==> config.mk <==
export PLATFORM = sky130hd
export DESIGN_NAME = fa_mc_nb
export DESIGN_NICKNAME = d
export VERILOG_FILES = /design/src/rtl/fa_mc_nb.sv
export SDC_FILE = /design/constraint.sdc
export NUM_CORES = 1
export LEC_CHECK = 0
export CAP_MARGIN = 5
export CELL_PAD_IN_SITES_DETAIL_PLACEMENT = 0
export CELL_PAD_IN_SITES_GLOBAL_PLACEMENT = 1
export CORE_MARGIN = 2
export CORE_UTILIZATION = 40
export CTS_CLUSTER_DIAMETER = 80
export DETAILED_ROUTE_END_ITERATION = 6
export GPL_TIMING_DRIVEN = 0
export HOLD_SLACK_MARGIN = 0.06
export PLACE_DENSITY_LB_ADDON = 0.1
export SLEW_MARGIN = 20
export SYNTH_ARGS = -nofsm -noshare
export SYNTH_HDL_FRONTEND = slang
export SYNTH_SLANG_ARGS = --single-unit
==> constraint.sdc <==
create_clock -name i_clk -period 5.9 [get_ports i_clk]
set_input_delay 0.885 -clock i_clk [delete_from_list [all_inputs] [get_ports i_clk]]
set_output_delay 0.885 -clock i_clk [all_outputs]
set_load 0.02 [all_outputs]
==> src/rtl/fa_mc_nb.sv <==
// rtl/fa_mc_nb.sv - digit-serial multi-cycle adder/subtractor with valid/ready handshakes (optional accumulator: FA_MC_ACC_EN)
module fa_mc_nb #(
  parameter int WIDTH = 32,
  parameter int DIGIT = 8
) (
  input  logic             i_clk,
  input  logic             i_rst,
  input  logic             i_valid,
  output logic             o_ready,
  input  logic [WIDTH-1:0] i_dataA,
  input  logic [WIDTH-1:0] i_dataB,
  input  logic             i_cin,
  input  logic             i_sub,
`ifdef FA_MC_ACC_EN
  input  logic             i_acc,
`endif
  output logic             o_valid,
  input  logic             i_ready,
  output logic [WIDTH-1:0] o_sum,
  output logic             o_cout,
  output logic             o_ovf
);

  localparam int NDIG = WIDTH / DIGIT;
  localparam int CW   = (NDIG > 1) ? $clog2(NDIG) : 1;
  localparam logic [CW-1:0] LAST = CW'(NDIG - 1);

  typedef enum logic [1:0] {
    IDLE = 2'd0,
    BUSY = 2'd1,
    DONE = 2'd2
  } state_t;

  state_t           state;
  logic [WIDTH-1:0] a_reg;
  logic [WIDTH-1:0] b_reg;
  logic             carry;
  logic [CW-1:0]    cnt;

  logic [WIDTH-1:0] a_src;
  logic [DIGIT-1:0] a_dig;
  logic [DIGIT-1:0] b_dig;
  logic [DIGIT-1:0] s_dig;
  logic             dig_cout;
  logic             dig_ovf;

  // Operand A source: the fresh input, or the held result when accumulating
  always_comb begin
`ifdef FA_MC_ACC_EN
    a_src = i_acc ? o_sum : i_dataA;
`else
    a_src = i_dataA;
`endif
  end

  // Pick the digit of each captured operand addressed by the digit counter
  always_comb begin
    a_dig = a_reg[int'(cnt) * DIGIT +: DIGIT];
    b_dig = b_reg[int'(cnt) * DIGIT +: DIGIT];
  end

  // Single DIGIT-bit ripple full-adder chain seeded by the carry register
  always_comb begin : ripple
    logic c;
    c     = carry;
    s_dig = '0;
    for (int i = 0; i < DIGIT; i++) begin
      s_dig[i] = a_dig[i] ^ b_dig[i] ^ c;
      c        = (a_dig[i] & b_dig[i]) | (c & (a_dig[i] ^ b_dig[i]));
    end
    dig_cout = c;
  end

  // Signed overflow only meaningful on the top digit: like-signed operands, differently-signed sum
  always_comb begin
    dig_ovf = (a_dig[DIGIT-1] == b_dig[DIGIT-1]) && (s_dig[DIGIT-1] != a_dig[DIGIT-1]);
  end

  // Control FSM with registered handshake and result outputs
  always_ff @(posedge i_clk or posedge i_rst) begin
    if (i_rst) begin
      state   <= IDLE;
      o_ready <= 1'b1;
      o_valid <= 1'b0;
      o_sum   <= '0;
      o_cout  <= 1'b0;
      o_ovf   <= 1'b0;
      a_reg   <= '0;
      b_reg   <= '0;
      carry   <= 1'b0;
      cnt     <= '0;
    end else begin
      case (state)
        IDLE: begin
          if (i_valid) begin
            a_reg   <= a_src;
            // Subtraction is A + ~B + 1; carry-in input is ignored in that mode
            b_reg   <= i_sub ? ~i_dataB : i_dataB;
            carry   <= i_sub ? 1'b1 : i_cin;
            cnt     <= '0;
            o_ready <= 1'b0;
            state   <= BUSY;
          end
        end
        BUSY: begin
          o_sum[int'(cnt) * DIGIT +: DIGIT] <= s_dig;
          carry <= dig_cout;
          if (cnt == LAST) begin
            o_cout  <= dig_cout;
            o_ovf   <= dig_ovf;
            o_valid <= 1'b1;
            state   <= DONE;
          end else begin
            cnt <= cnt + 1'b1;
          end
        end
        DONE: begin
          // Result handshake only; a pending request waits until IDLE
          if (i_ready) begin
            o_valid <= 1'b0;
            o_ready <= 1'b1;
            state   <= IDLE;
          end
        end
        default: begin
          state   <= IDLE;
          o_ready <= 1'b1;
          o_valid <= 1'b0;
        end
      endcase
    end
  end

endmodule

==> impl_metrics.py <==
metrics = {
    "setup_path": {
        "critPathMaxFanout": 10,
        "startpoint_type": "flop",
        "crit_required_ns": 6.15,
        "worstRegToRegCells": 15,
        "end_kind": "flop",
        "crit_type": "reg2reg",
        "timing.rr.start": "cnt[1]$_DFFE_PP0P_",
        "timing.rr.end": "o_ovf$_DFFE_PP0P_",
        "arrival_ns": 5.03,
        "cp-startpoint": "cnt[1]$_DFFE_PP0P_",
        "reg2reg_slack_ns": 1.12,
    },
    "floorplanning": {
        "die_x_um": 115,
        "coreArea_mm2": 0.0120,
        "die_h_um": 115,
        "ioPinCount": 106,
        "dieArea_mm2": 0.0132,
        "rows": 40,
        "initial_core_util": 0.410,
    },
    "timing": {
        "fin_skew_ns": 0.00596,
        "worst_pin_slew_ns": 0.500,
        "finalSetupViolCount": 0,
        "worst_slew_margin_rel": 0.667,
        "finalCritPeriodShare": 0.810,
        "final_max_slew_viol_count": 0,
        "max_freq_ghz": 0.209,
        "hold_violations": 0,
        "whs_ns": 0.475,
        "fin_tns_setup_ns": 0,
        "period_minus_slack_ns": 4.78,
        "rsz0062_at_grt": "false",
    },
    "synth": {
        "synth_top_area_cell": "dfrtp_1",
        "synthesis.nets": 525,
        "syn_avg_cell_area_um2": 11.2,
        "synth_area_leaders": "dfrtp_1 (53%), nand2_1 (10%), mux4_2 (7.3%)",
        "synth_cells": 440,
        "yosys.cell_types.count": 36,
        "yosys_warnings": 0,
        "synth_area_mm2": 0.00492,
        "yosysSeqAreaShare": 0.534,
        "ys_seq_elements": 105,
        "synth_top_area_share": 0.528,
    },
    "hold_path": {
        "holdPathStages": 2,
        "holdPathEnd": "a_reg[14]$_DFFE_PP0P_",
        "hold_path_class": "reg2reg",
        "hp-start": "a_reg[14]$_DFFE_PP0P_",
    },
    "cells_and_area": {
        "nets": 641,
        "num-fill-cells": 1087,
        "area_growth_pct": 32.8,
        "most-common-layout-cells": "nand2_1 (137), dfrtp_1 (104), clkdlybuf4s50_1 (104)",
        "final_common_cell": "nand2_1",
        "drive_gt1_frac": 0.111,
        "diodes": 0,
    },
    "job": {
        "drv_cap": 0,
    },
    "clock_tree": {
        "cts-root-buf": "clkbuf_16",
        "cts_made_buffers": 9,
        "clk_pin_slew_ns": 0.07,
        "cts_tree": "done",
        "clk_path_buf_depth": 2,
        "post-cts-setup-buffers": 0,
        "ctsHoldBuffers": 0,
        "cts_max_level": 3,
        "clk_latency_ns": 0.35,
        "post_cts_resized": 0,
        "clkSinkCount": 105,
    },
    "drt": {
        "drt-wirelength-per-cell_um": 17.0,
        "ant_nets": 0,
        "dr.pass1.iters": 5,
        "drtIter0Drc": 129,
        "wl_um": 12100,
        "viasPerCell": 5.08,
        "drc": 0,
        "vias": 3596,
    },
    "global_route": {
        "grt_overflow": 0,
        "grt_max_degree": 67,
        "track_usage": 0.197,
        "antenna_found_initial": 0,
        "grt_pass1_wl_um": 19900,
        "grt_pass1_vias": 3804,
    },
    "power_and_ir_drop": {
        "p_per_area_mw_per_mm2": 578,
        "vdd_drop_max_mv": 0.272,
        "power_mw": 3.78,
        "p_leak_nw": 2.92,
    },
    "placed_design": {
        "finalWeightedCongestion": 0.822,
        "post-dp-hpwl_um": 9010,
        "port_buffers": 104,
    },
    "outcome": {
        "outcome": "finished clean",
    },
}
## metal layers
| metal | track usage | share of wire |
|---|---|---|
| met2 | 0.320 | 0.48 |
| met4 | 0.0418 | 0.011 |
| met1 | 0.270 | 0.47 |
| met3 | 0.0490 | 0.041 |
| met5 | 0 | 0 |
## how the worst max path moves through the flow
stage,slack (ns),cells after the start,endpoint
after CTS,1.07,15,o_ovf$_DFFE_PP0P_
after detailed placement,1.09,15,o_ovf$_DFFE_PP0P_
after global routing,0.86,15,o_ovf$_DFFE_PP0P_
after global placement,0.70,2,a_reg[18]$_DFFE_PP0P_
after floorplan,1.67,15,o_ovf$_DFFE_PP0P_
final,1.12,15,o_ovf$_DFFE_PP0P_
## critical path, stage by stage, from the launching register on
cell     delay [ns]
dfrtp_1        0.41
buf_2          0.28
buf_2          0.34
mux4_2         0.26
inv_1          0.06
fa_1           0.41
fa_1           0.43
fa_1           0.46
fa_1           0.44
inv_1          0.09
fa_1           0.22
fa_1           0.20
fa_1           0.19
fa_1           0.54
xnor2_1        0.18
o31ai_1        0.18
## per-stage QoR
stage	instances	utilization	instance area (um^2)	worst slack (ns)
2_1_floorplan	440	-	4920	1.67
3_3_place_gp	691	0.512	6150	0.700
3_5_place_dp	692	0.515	6180	1.09
4_1_cts	708	0.545	6540	1.07
5_1_grt	708	0.545	6540	0.863
6_report	708	0.545	6540	1.12
## power by group
| group | internal [mW] | switching, mW | leakage (nW) | total, mW |
|---|---|---|---|---|
| Combinational | 0.819 | 1.05 | 1.41 | 1.87 |
| Clock | 0.456 | 0.260 | 0.176 | 0.716 |
| Sequential | 1.02 | 0.176 | 1.34 | 1.20 |
## kinds of logic (layout without fill, tap and decap cells)
group | after synthesis | in the layout | share of synthesized area
compound gates | 74 | 74 | 0.103
mux | 17 | 17 | 0.0755
buf+inv | 40 | 161 | 0.0440
xor+xnor | 33 | 33 | 0.0587
simple gates | 156 | 156 | 0.135
fa+ha+maj | 15 | 15 | 0.0503
flops | 105 | 105 | 0.534
## cells in the mapped netlist
library cell,count
o22a_1,1
nand3_1,2
dfstp_2,1
clkbuf_1,4
xnor2_1,33
buf_4,1
buf_6,6
inv_1,15
nor2b_1,1
or4_4,1
a21oi_1,2
dfrtp_1,104
nor3b_2,1
and2_1,1
o31ai_1,3
nand2_1,137
mux2_2,1
or3b_1,1
mux4_2,16
fa_1,8
o2bb2ai_1,16
a22o_1,16
nor4bb_1,1
nand2b_4,1
nand3b_1,1
nor3_2,1
o21ai_1,13
ha_1,7
and3_1,2
o32ai_1,1
o21ai_0,22
buf_2,14
or3_1,1
nor2_1,3
and4bb_2,1
nor4_2,1
## final cells by class
class	count	area [um^2]	area share
buffer	25	160	0.0245
tap	147	184	0.0281
inverter	15	61.3	0.00937
timing repair buffer	105	1070	0.163
clock buffer	10	229	0.0350
sequential	105	2630	0.402
multi-input combinational	295	2080	0.318
clock inverter	6	130	0.0199
Note: power is estimated with default switching activity, not from simulation.
